File: config.mk
export PLATFORM = sky130hd
export DESIGN_NAME = i2c_byte_sequencer
export DESIGN_NICKNAME = d
export VERILOG_FILES = /design/src/rtl/i2c_byte_sequencer.sv
export SDC_FILE = /design/constraint.sdc
export NUM_CORES = 1
export LEC_CHECK = 0
export ABC_AREA = 1
export CAP_MARGIN = 20
export CORE_ASPECT_RATIO = 0.9
export CORE_MARGIN = 2
export CORE_UTILIZATION = 35
export CTS_BUF_LIST = sky130_fd_sc_hd__clkbuf_4 sky130_fd_sc_hd__clkbuf_8
export CTS_CLUSTER_DIAMETER = 30
export DETAILED_ROUTE_END_ITERATION = 8
export SYNTH_ARGS = -nofsm -noshare
export SYNTH_HDL_FRONTEND = slang
export SYNTH_SLANG_ARGS = --single-unit
export TNS_END_PERCENT = 100
File: constraint.sdc
create_clock -name wb_clk_i -period 1.8 [get_ports wb_clk_i]
set_input_delay 0.18 -clock wb_clk_i [delete_from_list [all_inputs] [get_ports wb_clk_i]]
set_output_delay 0.18 -clock wb_clk_i [all_outputs]
set_load 0.005 [all_outputs]
File: src/rtl/i2c_byte_sequencer.sv
// Byte-level I2C command sequencer: expands one START/WRITE/READ/STOP register command
// into single-bit commands for the SCL/SDA bit engine and reports completion or arbitration loss.
module i2c_byte_sequencer (
    input  logic       wb_clk_i,
    input  logic       arst_i,
    input  logic       wb_rst_i,
    input  logic       ena,
    input  logic       cmd_start,
    input  logic       cmd_stop,
    input  logic       cmd_read,
    input  logic       cmd_write,
    input  logic       ack_in,
    input  logic [7:0] din,
    output logic       cmd_ack,
    output logic       ack_out,
    output logic [7:0] dout,
    output logic       i2c_al,
    output logic [3:0] bit_cmd,
    output logic       bit_txd,
    input  logic       bit_ack,
    input  logic       bit_rxd,
    input  logic       bit_al
);

    localparam logic [3:0] CMD_NOP   = 4'b0000;
    localparam logic [3:0] CMD_START = 4'b0001;
    localparam logic [3:0] CMD_STOP  = 4'b0010;
    localparam logic [3:0] CMD_WRITE = 4'b0100;
    localparam logic [3:0] CMD_READ  = 4'b1000;

    typedef enum logic [2:0] {
        ST_IDLE,
        ST_START,
        ST_WRITE,
        ST_READ,
        ST_ACK,
        ST_STOP
    } state_t;

    state_t     state, state_nxt;
    logic [7:0] sr, sr_nxt;
    logic [2:0] dcnt, dcnt_nxt;
    logic [3:0] bit_cmd_nxt;
    logic       bit_txd_nxt;
    logic       cmd_ack_nxt;
    logic       ack_out_nxt;
    logic       i2c_al_nxt;
    logic       go;

    // cmd_ack gates go so the still-held command is not relaunched during the done pulse
    assign go   = (cmd_read | cmd_write | cmd_stop) & ~cmd_ack & ena;
    assign dout = sr;

    always_ff @(posedge wb_clk_i or posedge arst_i) begin
        if (arst_i) begin
            state   <= ST_IDLE;
            sr      <= 8'h00;
            dcnt    <= 3'd0;
            bit_cmd <= CMD_NOP;
            bit_txd <= 1'b0;
            cmd_ack <= 1'b0;
            ack_out <= 1'b0;
            i2c_al  <= 1'b0;
        end else if (wb_rst_i) begin
            state   <= ST_IDLE;
            sr      <= 8'h00;
            dcnt    <= 3'd0;
            bit_cmd <= CMD_NOP;
            bit_txd <= 1'b0;
            cmd_ack <= 1'b0;
            ack_out <= 1'b0;
            i2c_al  <= 1'b0;
        end else begin
            state   <= state_nxt;
            sr      <= sr_nxt;
            dcnt    <= dcnt_nxt;
            bit_cmd <= bit_cmd_nxt;
            bit_txd <= bit_txd_nxt;
            cmd_ack <= cmd_ack_nxt;
            ack_out <= ack_out_nxt;
            i2c_al  <= i2c_al_nxt;
        end
    end

    always_comb begin
        state_nxt   = state;
        sr_nxt      = sr;
        dcnt_nxt    = dcnt;
        bit_cmd_nxt = bit_cmd;
        bit_txd_nxt = bit_txd;
        cmd_ack_nxt = 1'b0;
        ack_out_nxt = ack_out;
        i2c_al_nxt  = 1'b0;

        // Arbitration loss and disable both abandon the byte but keep sr and ack_out
        if (bit_al) begin
            state_nxt   = ST_IDLE;
            bit_cmd_nxt = CMD_NOP;
            i2c_al_nxt  = 1'b1;
        end else if (!ena) begin
            state_nxt   = ST_IDLE;
            bit_cmd_nxt = CMD_NOP;
        end else begin
            case (state)
                ST_IDLE: begin
                    if (go) begin
                        sr_nxt   = din;
                        dcnt_nxt = 3'd7;
                        if (cmd_start) begin
                            state_nxt   = ST_START;
                            bit_cmd_nxt = CMD_START;
                        end else if (cmd_read) begin
                            state_nxt   = ST_READ;
                            bit_cmd_nxt = CMD_READ;
                        end else if (cmd_write) begin
                            state_nxt   = ST_WRITE;
                            bit_cmd_nxt = CMD_WRITE;
                            bit_txd_nxt = din[7];
                        end else begin
                            state_nxt   = ST_STOP;
                            bit_cmd_nxt = CMD_STOP;
                        end
                    end
                end
                ST_START: begin
                    if (bit_ack) begin
                        if (cmd_read) begin
                            state_nxt   = ST_READ;
                            bit_cmd_nxt = CMD_READ;
                        end else begin
                            state_nxt   = ST_WRITE;
                            bit_cmd_nxt = CMD_WRITE;
                            bit_txd_nxt = sr[7];
                        end
                    end
                end
                ST_WRITE: begin
                    if (bit_ack) begin
                        if (dcnt != 3'd0) begin
                            sr_nxt      = {sr[6:0], 1'b0};
                            dcnt_nxt    = dcnt - 3'd1;
                            bit_txd_nxt = sr[6];
                        end else begin
                            state_nxt   = ST_ACK;
                            bit_cmd_nxt = CMD_READ;
                        end
                    end
                end
                ST_READ: begin
                    if (bit_ack) begin
                        sr_nxt = {sr[6:0], bit_rxd};
                        if (dcnt != 3'd0) begin
                            dcnt_nxt = dcnt - 3'd1;
                        end else begin
                            state_nxt   = ST_ACK;
                            bit_cmd_nxt = CMD_WRITE;
                            bit_txd_nxt = ack_in;
                        end
                    end
                end
                ST_ACK: begin
                    if (bit_ack) begin
                        // A READ acknowledge phase means we wrote the byte and the slave answered
                        if (bit_cmd == CMD_READ) begin
                            ack_out_nxt = bit_rxd;
                        end
                        if (cmd_stop) begin
                            state_nxt   = ST_STOP;
                            bit_cmd_nxt = CMD_STOP;
                        end else begin
                            state_nxt   = ST_IDLE;
                            bit_cmd_nxt = CMD_NOP;
                            cmd_ack_nxt = 1'b1;
                        end
                    end
                end
                ST_STOP: begin
                    if (bit_ack) begin
                        state_nxt   = ST_IDLE;
                        bit_cmd_nxt = CMD_NOP;
                        cmd_ack_nxt = 1'b1;
                    end
                end
                default: begin
                    state_nxt   = ST_IDLE;
                    bit_cmd_nxt = CMD_NOP;
                end
            endcase
        end
    end

endmodule

==> flow_summary.ini, run 1 <==
[status]
status = finished clean

[critical_path]
cp.depth = 9
slowest_delay_ns = 0.45
reg2reg_depth = 9
endpoint_kind = flip-flop
crit_fanout = 15
crit_family = simple AND/OR/NAND/NOR gates
worst-setup-path-type = flip-flop to flip-flop
slowest_stage = dfrtp_1
path_cells = buf_4, nor2_8, nand2_2, and2_4, nand2_4, nor2_4, buf_12, nand2_1, o21ai_2
cp.buffers_inverters = 2
cp.arrival_ns = 1.71
cp.required_ns = 1.97
cp-start-kind = flip-flop

[floorplan]
die_h_um = 68.1
dieArea_um2 = 5110
start_util_pct = 36.0
num_rows = 23
io_pins = 36
core_area_um2 = 4430
die_w_um = 75.2

[synthesis]
synthesis.nets = 256
synth_top_area_share_pct = 34.5
ys_ff_latch = 22
yosysUniqueCellTypes = 29
postSynthCellCount = 234
ys_seq_area_share_pct = 34.5
syn_area_per_cell_um2 = 6.82
yosysTopAreaCell = dfrtp_1
ys_warn_count = 0
syn_area_um2 = 1600
synthTopCellsByArea = dfrtp_1 35%, nand2_1 16%, nand3_1 7.2%

[clock_network]
h-tree-depth = 1
ctsResizeCount = 0
clock_latency_ns = 0.27
post_cts_buffers = 0
cts_root_buffer = clkbuf_8
cts.hold.buffers_added = 0
cts_made_buffers = 3
cts_sinks = 22
cts_buffer_depth = 2
clkTransAtPathRegs_ns = 0.09
cts_tree = done

[final_layout]
drive_above_1_share_pct = 13.8
regArea_um2 = 551
nNetsFinal = 298
fin_cells = 337
area_growth_syn_to_layout_pct = 32.5
final_core_util_pct = 47.7
fillCellCount = 461
antenna_cells = 0
multi_input_comb_area_um2 = 872

[sta]
rsz0062_at_grt = false
finalMaxSlewViolations = 0
period_needed_ns = 1.55
finalSetupViolCount = 0
min_period_over_period_pct = 85.9
tightest_slew_ns = 0.335
whs_ns = 0.240
fin_ws_ns = 0.255
slew_headroom_pct = 77.1
fmax_mhz = 647
fin_skew_ns = 0.00126
hold_viol_final = 0
tns_ns = 0

[drt]
wl_um = 4010
routedWlPerCell_um = 11.9
ant_nets = 0
detail_route.vias_per_cell = 4.61
num_vias = 1555
firstDrtPassIters = 4
drt_iter0_markers = 120
drcViolationCount = 0

[grt]
grt_pass1_vias = 1528
antenna_found_initial = 0
grtUsageTotal_pct = 17.8
grt.overflow.total = 0
grt_pass1_wl_um = 6910
grt_max_degree = 23

[pwr]
power.leakage_nw = 1.05
ir_drop_mv = 0.397
p_per_area_nw_per_um2 = 705

[placed_design]
hpwlAfterDp_um = 3070
port_buffers = 35
post-place-ws_ns = 0.0816
dp.cells = 333
place_congestion = 0.865

[run]
drv_cap = 0

[worst_hold_path]
min-delay-path-class = input pin to asynchronous set/reset pin
==> metal layers <==
layer | global-route usage [%] | up-vias | wire length, um
met5 | 0 | - | 0
met4 | 3.95 | 0 | 23
li1 | - | 820 | -
met2 | 27.7 | 47 | 1750
met3 | 3.24 | 2 | 232
met1 | 25.6 | 686 | 2000
==> synth_stat cells <==
library cell,instances
a2111oi_0,1
a21oi_1,2
and2_4,1
buf_12,1
buf_2,2
buf_4,1
buf_6,1
clkbuf_1,1
clkinv_1,1
dfrtp_1,22
ha_1,2
inv_1,27
inv_2,4
nand2_1,68
nand2_2,7
nand2_4,2
nand3_1,23
nand3_2,1
nand3b_1,3
nand4_1,2
nor2_1,29
nor2_4,2
nor2_8,1
nor3_1,3
o211ai_1,1
o21ai_0,16
o21ai_1,1
o21ai_2,8
xor2_1,1
==> placed cells by master, fill, tap and decap left out, drive strengths merged, types with 8 or more instances in the layout <==
cell type / count
buf: 8
o21ai: 25
nor2: 32
nand2: 77
inv: 31
nand3: 24
clkdlybuf4s50: 35
dfrtp: 22
==> report_power, final <==
part           switching (mW)  leakage (nW)  internal (mW)  total [mW]
Combinational           0.224         0.719          0.204       0.428
Clock                   0.186        0.0357          0.297       0.483
Sequential             0.0346         0.292          0.544       0.579
==> stage by stage <==
stage / instance area [um2] / total power, mW
final: 2110 / 1.49
after global placement: 2040 / 1.02
after CTS: 2110 / 1.51
after global routing: 2110 / 1.59
after detailed placement: 2040 / 1.02
after floorplan: 1600 / 0.838
==> state kept, by name (all words and copies together) (netlist names) <==
name and count:
ack_out 1, i2c_al 1, dout 8, bit_txd 1, bit_cmd 4, dcnt 3
cmd_ack 1, state 3
==> worst min-delay path, delay by kind of cell <==
family	cells	cell delay [ns]
buffers and inverters	3	0.73
==> kinds of logic (layout without fill, tap and decap cells) <==
logic type	Yosys count	after routing	share of synthesized area, %
buffers and inverters	38	79	10.8
DFF	22	22	34.5
AOI/OAI and AO/OA	29	29	11.4
and+or+nand+nor	142	142	41.2
xor gates and xnor gates	1	1	0.549
adders and majority gates	2	2	1.57
==> path summary, 6_finish.rpt <==
| path | slack [ns] | startpoint | to |
|---|---|---|---|
| setup reg to reg | 0.25 | state[2]$_DFFE_PP0P_ | dout[4]$_DFFE_PP0P_ |
| min in group wb_clk_i | 0.48 | dcnt[1]$_DFFE_PP0P_ | dcnt[1]$_DFFE_PP0P_ |
| max in group asynchronous | 1.32 | arst_i | i2c_al$_DFF_PP0_ |
| setup / recovery | 0.25 | state[2]$_DFFE_PP0P_ | dout[4]$_DFFE_PP0P_ |
| hold / removal | 0.24 | arst_i | bit_cmd[1]$_DFFE_PP0P_ |
| hold reg to reg | 0.48 | dcnt[1]$_DFFE_PP0P_ | dcnt[1]$_DFFE_PP0P_ |
==> area by class of cell <==
cell class / instances / area share, %
Clock inverter: 1 / 1.42
Timing Repair Buffer: 43 / 20.0
Multi-Input combinational cell: 174 / 41.2
Sequential cell: 22 / 26.0
Inverter: 32 / 5.68
Tap cell: 62 / 3.67
Clock buffer: 3 / 1.95
(Power assumes the default switching activity.)
==> inputs of run 2 (changes only) <==
- DONT_BUFFER_PORTS: not set -> 1
==> run 2 against run 1 <==
Non-clock buffer count fell by 37; critical path type unchanged; core utilization fell by 9.1 points; register-to-register slack got worse by 0.09 ns; clock-buffer cell count did not move; sequential power rose by 1%; critical path depth fell by 1; worst hold slack got worse by 0.21 ns; sequential cell count did not move; highest routed layer unchanged; fmax fell by 5.7%.
==> flow_summary.ini, run 2 (same netlist as run 1, synthesis figures left out) <==
[critical_path]
crit_family = simple AND/OR/NAND/NOR gates
worst-setup-path-type = flip-flop to flip-flop
slowest_stage = dfrtp_1
reg2reg_from = state[2]$_DFFE_PP0P_
r2r_slack_ns = 0.16
cp-start-kind = flip-flop
cp.arrival_ns = 1.83
slowest_delay_ns = 0.46
critPathLaunch = state[2]$_DFFE_PP0P_
cp.required_ns = 1.99
cp.buffers_inverters = 1
endpoint_kind = flip-flop
crit_fanout = 15
path_cells = buf_4, nor2_8, nand2_2, and2_4, nand2_4, nor2_4, nand2_1, o21ai_2
cp.depth = 8
reg2reg_depth = 8
rr_endpoint = dout[5]$_DFFE_PP0P_

[sta]
fin_skew_ns = 0.00950
tns_ns = 0
whs_ns = 0.0272
min_period_over_period_pct = 91.0
period_needed_ns = 1.64
tightest_slew_ns = 0.433
fmax_mhz = 610
finalSetupViolCount = 0
slew_headroom_pct = 71.1
rsz0062_at_grt = false
hold_viol_final = 0
finalMaxSlewViolations = 0

[final_layout]
layout_common_cells = 68 x nand2_1, 29 x nor2_1, 27 x inv_1, 23 x nand3_1, 22 x dfrtp_1
fin_cells = 299
final_core_util_pct = 38.6
final_common_cell = nand2_1
antenna_cells = 0
nNetsFinal = 261
area_growth_syn_to_layout_pct = 7.29
design_area_um2 = 1710
drive_above_1_share_pct = 13.9
largest_reg_flops = 8

[clock_network]
h-tree-depth = 1
clkTransAtPathRegs_ns = 0.09
cts_sinks = 22
cts_buffer_depth = 2
ctsResizeCount = 0
clock_latency_ns = 0.26
cts_tree = done
cts_made_buffers = 3
cts_root_buffer = clkbuf_8

[drt]
wl_um = 3840
num_vias = 1428
routedWlPerCell_um = 12.9
drt_iter0_markers = 142
ant_nets = 0
detail_route.vias_per_cell = 4.78
drcViolationCount = 0
firstDrtPassIters = 4

[run]
drv_cap = 0

[pwr]
pwr-share-seq_pct = 48.9
internal_power_uw = 794
p_per_area_nw_per_um2 = 700
clock_power_share_pct = 26.6
p_sw_share_pct = 33.7
p_switching_uw = 404
ir_drop_mv = 0.333
power.leakage_nw = 0.887
combinationalPowerShare_pct = 24.5

[floorplan]
io_pins = 36
dieArea_um2 = 5110
start_util_pct = 36.0
num_rows = 23
die_w_um = 75.2
core_area_um2 = 4430
die_h_um = 68.1

[worst_hold_path]
holdPathEnd = cmd_ack$_DFF_PP0_
worstHoldPathCells = 1
worstHoldStart = cmd_stop
min-delay-path-class = input pin to flip-flop

[placed_design]
place_area_um2 = 1650
place_congestion = 0.879
dp.cells = 294
port_buffers = 0
hpwlAfterDp_um = 2960

[status]
status = finished clean

[grt]
antenna_found_initial = 0
grt_pass1_wl_um = 6350
grt_max_degree = 23
grtUsageTotal_pct = 16.4
grt_pass1_vias = 1379
grt.overflow.total = 0
## run 2: cell types whose count changed in the layout (fill, tap and decap cells not counted), sizes merged
| cell | change |
|---|---|
| clkdlybuf4s50 | -35 |
| buf | -4 |
| dlygate4sd3 | +2 |
| bufinv | -1 |
## run 2: through the flow
step	power, mW	setup slack (ns)
after floorplan	0.838	0.430
after global placement	0.888	0.235
after detailed placement	0.888	0.186
after CTS	1.22	0.154
after global routing	1.29	0.00440
final	1.20	0.162
## run 2: worst max-delay path by stage
stage / end / slack, ns
after global placement: dout[5]$_DFFE_PP0P_ / 0.23
after CTS: dout[6]$_DFFE_PP0P_ / 0.15
after global routing: dout[6]$_DFFE_PP0P_ / 0.004
after floorplan: dout[1]$_DFFE_PP0P_ / 0.43
final: dout[5]$_DFFE_PP0P_ / 0.16
after detailed placement: dout[6]$_DFFE_PP0P_ / 0.19
## run 2: layout make-up
cell class                      instances  area, um2
Inverter                               32        120
Timing Repair Buffer                    6       50.0
Sequential cell                        22        551
Fill cell                             515       2720
Clock buffer                            3       41.3
Multi-Input combinational cell        174        872
Tap cell                               62       77.6
## run 2: worst reg2reg max path, cell delays in order (launching register included)
cell	delay (ns)
dfrtp_1	0.46
buf_4	0.21
nor2_8	0.07
nand2_2	0.06
and2_4	0.15
nand2_4	0.06
nor2_4	0.35
nand2_1	0.12
o21ai_2	0.08
## run 2: repair_timing
action	CTS	global route
hold endpoints to repair	23	0
buffers inserted	0	0
endpoints found under the setup margin	0	0
hold buffers	2	0
## run 2: power groups by stage
stage | Clock [mW] | Combinational (mW) | Sequential, mW
final | 0.319 | 0.294 | 0.586
after global routing | 0.353 | 0.341 | 0.594
after CTS | 0.332 | 0.297 | 0.586
after detailed placement | 0 | 0.292 | 0.596
after global placement | 0 | 0.292 | 0.596
after floorplan | 0 | 0.253 | 0.585
## run 2: per-layer routing
layer  GRT usage, %  share of wire [%]
met5              0                  0
met4           3.29               0.55
met3           2.95                5.4
met2           24.8                 43
met1           24.5                 51
==> inputs of run 3 (changes only) <==
- SLEW_MARGIN: not set -> 20
==> results of run 3 <==
The final DEF is identical to that of run 2; final timing and power are the same.
